--- src/rtl/shift_add_multiplier.sv ---
`timescale 1ns/1ps
`default_nettype none
// ============================================================================
//  Module      : shift_add_multiplier
//  Description : Sequential unsigned add-and-shift multiplier. One ADD cycle
//                and one SHIFT cycle per multiplier bit, giving a fixed
//                2*WIDTH-cycle latency from the accepting edge to done.
//  Revision    : 1.0 - initial release
// ============================================================================
module shift_add_multiplier #(
   parameter int WIDTH = 8
) (
   input  logic               clk,
   input  logic               reset_n,
   input  logic               start,
   input  logic [WIDTH-1:0]   multiplicand,
   input  logic [WIDTH-1:0]   multiplier,
   output logic               ready,
   output logic               done,
   output logic [2*WIDTH-1:0] product,
   output logic [1:0]         mult_op
);

   // Counter must be able to hold WIDTH (one past the last iteration index).
   localparam int               CNT_W    = $clog2(WIDTH + 1);
   localparam logic [CNT_W-1:0] LAST_CNT = CNT_W'(WIDTH - 1);

   typedef enum logic [1:0] {
      OP_NONE  = 2'd0,
      OP_ADD   = 2'd1,
      OP_SHIFT = 2'd2,
      OP_DONE  = 2'd3
   } op_e;

   op_e                state_q;
   // Upper WIDTH+1 bits: partial sum with carry. Lower WIDTH bits: multiplier
   // bits still to be consumed (LSB is the bit for the current iteration).
   logic [2*WIDTH:0]   acc_q;
   logic [WIDTH-1:0]   mcand_q;
   logic [CNT_W-1:0]   cnt_q;
   logic [2*WIDTH-1:0] product_q;

   logic [WIDTH:0]     sum_d;
   logic [2*WIDTH:0]   shifted_d;
   logic               last_iter_d;

   // Partial-sum adder: the carry-out lands in the top accumulator bit.
   // The top bit is always zero here because every SHIFT clears it.
   assign sum_d       = {1'b0, acc_q[2*WIDTH-1:WIDTH]} + {1'b0, mcand_q};
   assign shifted_d   = {1'b0, acc_q[2*WIDTH:1]};
   assign last_iter_d = (cnt_q == LAST_CNT);

   // Operation sequencer and datapath: capture, add, shift, publish result.
   always_ff @(posedge clk or negedge reset_n) begin
      if (!reset_n) begin
         state_q   <= OP_NONE;
         acc_q     <= '0;
         mcand_q   <= '0;
         cnt_q     <= '0;
         product_q <= '0;
      end else begin
         case (state_q)
            OP_NONE, OP_DONE: begin
               // Product is left untouched so the previous result stays
               // visible until the new one is written.
               if (start) begin
                  mcand_q <= multiplicand;
                  acc_q   <= {{(WIDTH+1){1'b0}}, multiplier};
                  cnt_q   <= '0;
                  state_q <= OP_ADD;
               end
            end
            OP_ADD: begin
               if (acc_q[0]) begin
                  acc_q[2*WIDTH:WIDTH] <= sum_d;
               end
               state_q <= OP_SHIFT;
            end
            OP_SHIFT: begin
               acc_q <= shifted_d;
               cnt_q <= cnt_q + 1'b1;
               if (last_iter_d) begin
                  product_q <= shifted_d[2*WIDTH-1:0];
                  state_q   <= OP_DONE;
               end else begin
                  state_q   <= OP_ADD;
               end
            end
            default: begin
               state_q <= OP_NONE;
            end
         endcase
      end
   end

   // Status is a pure decode of the registered state; start never reaches it.
   assign ready   = (state_q == OP_NONE) || (state_q == OP_DONE);
   assign done    = (state_q == OP_DONE);
   assign mult_op = state_q;
   assign product = product_q;

endmodule
`default_nettype wire
--- config.mk ---
export PLATFORM = sky130hd
export DESIGN_NAME = shift_add_multiplier
export DESIGN_NICKNAME = d
export VERILOG_FILES = /design/src/rtl/shift_add_multiplier.sv
export SDC_FILE = /design/constraint.sdc
export NUM_CORES = 1
export LEC_CHECK = 0
export ABC_AREA = 0
export BUFFER_PORTS_ARGS = -buffer_cell sky130_fd_sc_hd__buf_2
export CAP_MARGIN = 20
export CORE_MARGIN = 4
export CORE_UTILIZATION = 40
export CTS_CLUSTER_SIZE = 14
export DETAILED_ROUTE_END_ITERATION = 8
export MAX_ROUTING_LAYER = met4
export PLACE_DENSITY = 0.65
export SYNTH_ARGS = -nofsm -noshare
export SYNTH_HDL_FRONTEND = slang
export SYNTH_SLANG_ARGS = --single-unit
--- constraint.sdc ---
create_clock -name clk -period 4.9 [get_ports clk]
set_clock_uncertainty 0.1 [all_clocks]
set_input_delay 0.49 -clock clk [delete_from_list [all_inputs] [get_ports clk]]
set_output_delay 0.49 -clock clk [all_outputs]
set_load 0.03 [all_outputs]
==> impl_metrics.toml <==
[global_routing]
antenna_found_initial = 0
grt_overflow = 0
grt_pass1_vias = 1541
grt_pass1_wl_mm = 7.548
grt_max_degree = 48
grtUsageTotal_pct = 13.22

[timing]
setup_viol = 0
tightestPinTransition_ps = 815.0
rsz0062_at_grt = "false"
slew_headroom_pct = 45.66
fin_crit_ps = 2324
holdWs_ps = 321.1
fin_tns_setup_ps = 0
fin_crit_sh_pct = 47.42
hold_viol_final = 0
worst_slack_ps = 2577
max_freq_mhz = 430.4
slew_violations = 0

[cts]
htree_levels = 2
clk_latency_ps = 300
path_clk_slew_ps = 80
cts_setup_buffers = 0
cts_tree = "yes"
cts_max_path_buffers = 2
cts_inserted_buffers = 5
cts_root_buf = "clkbuf_8"
clock_sinks = 47

[routing]
drc = 0
antenna_left = 0
dr.pass1.iters = 4
vias = 1622
via_per_inst = 5.101
wire_per_inst_um = 13.47
wl_mm = 4.282
drt_iter0_drc = 76

[power_and_ir_drop]
p_sw_mw = 0.6161
swShare_pct = 40.79
clkPwrFrac_pct = 15.0
cellLeakagePower_nw = 1.273
irDropWorstVdd_v = 0.0003062
p_seq_share_pct = 39.5
comb_power_share_pct = 45.5
powerDensity_nw_per_um2 = 551.4
finalPower_mw = 1.510
p_int_mw = 0.8942

[die]
die-area_um2 = 7279
die_w_um = 85.32
initial_utilization_pct = 42.38
io_pins = 39
core_um2 = 5642
die_h_um = 85.32
placementRows = 27

[final_layout]
fillers = 530
n_antenna_cell = 0
multiInputGateArea_um2 = 1126
utilization_pct = 48.55
drive_gt1_share_pct = 32.52
stdcell_count = 318
ff_latch_area_um2 = 1176
area_growth_pct = 14.55
final_nets = 278
fin_area_um2 = 2739

[synthesis]
synth_area_um2 = 2391
synth_commonest_cells = "dfrtp_1, mux2_2, o21ai_0, nand2_1, ha_1"
synth_top_cell_by_area = "dfrtp_1"
yosysWarnings = 0
ys.flop_type = "dfrtp_1"
syn_nets = 238
synth-edff-count = 0
netlist_instances = 205
synth_area_leaders = "dfrtp_1, mux2_2, ha_1"
avgSynthCellArea_um2 = 11.66
async_flop_share_pct = 100.0
yosys.area.top_type_share_pct = 49.19
synth.most_common_cell = "dfrtp_1"
ys_types = 42
synth_seq_area_share_pct = 49.19
ys_seq_elements = 47

[setup_path]
slowest_stage = "ha_1"
critical_path.cell_chain = "inv_1, ha_1, nor2b_4, a21boi_2, a22oi_1, o21ai_0"
cp-start-kind = "flip-flop"
crit_type = "flip-flop to flip-flop"
cp.required_ps = 5010
crit_arrival_ps = 2430
max_stage_delay_ps = 680
critPathMaxFanout = 16
end_kind = "flip-flop"

[placement]
gp_congestion = 0.7996
place_ws_ps = 2579
placed_area_um2 = 2628
placedCellCount = 308
dp_hpwl_mm = 3.107
io_buffer_count = 38

[outcome]
outcome = "complete, no violations"

[flow_run]
max-cap-violations = 0

[hold_path]
hold_path_class = "input port to flip-flop"
-- final cells by class --
| class | count | share of cell area [%] |
|---|---|---|
| multi-input cells | 139 | 41.11 |
| clock buffers | 7 | 2.787 |
| well taps | 72 | 3.289 |
| clock inverters | 1 | 0.1827 |
| repair buffers | 40 | 8.040 |
| inverters | 12 | 1.645 |
| flip-flops and latches | 47 | 42.94 |
-- what timing repair did --
action,CTS,global route
hold buffers,0,1
gates resized for setup,0,0
hold endpoints to repair,0,11
-- power groups by stage --
| stage | clock (mW) | combinational (mW) | sequential, mW |
|---|---|---|---|
| finish | 0.226 | 0.687 | 0.597 |
| global route | 0.251 | 0.782 | 0.620 |
| CTS | 0.233 | 0.697 | 0.599 |
| detailed placement | 0 | 0.695 | 0.607 |
| global placement | 0 | 0.680 | 0.602 |
| floorplan | 0 | 0.560 | 0.597 |
-- registers in the layout, summed over array words and instances (netlist names) --
name and count:
acc_q 17, product 16, mcand_q 8, cnt_q 4
mult_op 2
-- kinds of logic after synthesis --
group	after synthesis	share of synthesized area (%)
buf+inv	19	3.716
xor+xnor	5	1.831
fa+ha+maj	14	7.640
compound gates	53	14.18
mux	34	15.54
flops	47	49.19
simple gates	33	7.902
-- critical path, delay by kind of cell (launching register included) --
kind	cells	cell delay, ps
flops	1	450
compound gates	3	630
fa+ha+maj	1	680
simple gates	1	310
buf+inv	1	80
-- metal layers --
layer | vias to the layer above | wire length (um) | global-route usage [%]
met3 | 8 | 186 | 3.107
met2 | 32 | 1820 | 18.64
met1 | 767 | 2195 | 18.53
li1 | 815 | - | -
met4 | 0 | 80 | 4.604
met5 | - | 0 | -
-- cells in the final DEF, fill, tap and decap left out, types with 4 or more instances in the layout --
master / synthesis / routed
a21oi_1: 6 / 6
a22oi_1: 7 / 7
buf_2: 5 / 38
clkbuf_8: 0 / 5
dfrtp_1: 47 / 47
ha_1: 13 / 13
inv_1: 10 / 10
mux2_2: 25 / 25
mux2i_1: 9 / 9
nand2_1: 15 / 15
nor2_1: 4 / 4
o21ai_0: 22 / 22
xnor2_1: 5 / 5
-- final timing paths --
path                                   startpoint                      to  slack, ps  cells past startpoint
setup / recovery           mult_op[0]$_DFFE_PN0P_   acc_q[13]$_DFFE_PN0P_       2580                      6
hold / removal                    multiplicand[0]  mcand_q[0]$_DFFE_PN0P_        320                      2
setup reg to reg           mult_op[0]$_DFFE_PN0P_   acc_q[13]$_DFFE_PN0P_       2580                      6
hold reg to reg            product[9]$_DFFE_PN0P_  product[9]$_DFFE_PN0P_        400                      1
max in group asynchronous                 reset_n  mult_op[0]$_DFFE_PN0P_       3720                      3
min in group asynchronous                 reset_n  product[4]$_DFFE_PN0P_        510                      2
No activity file was read; power rests on OpenSTA's default activity.
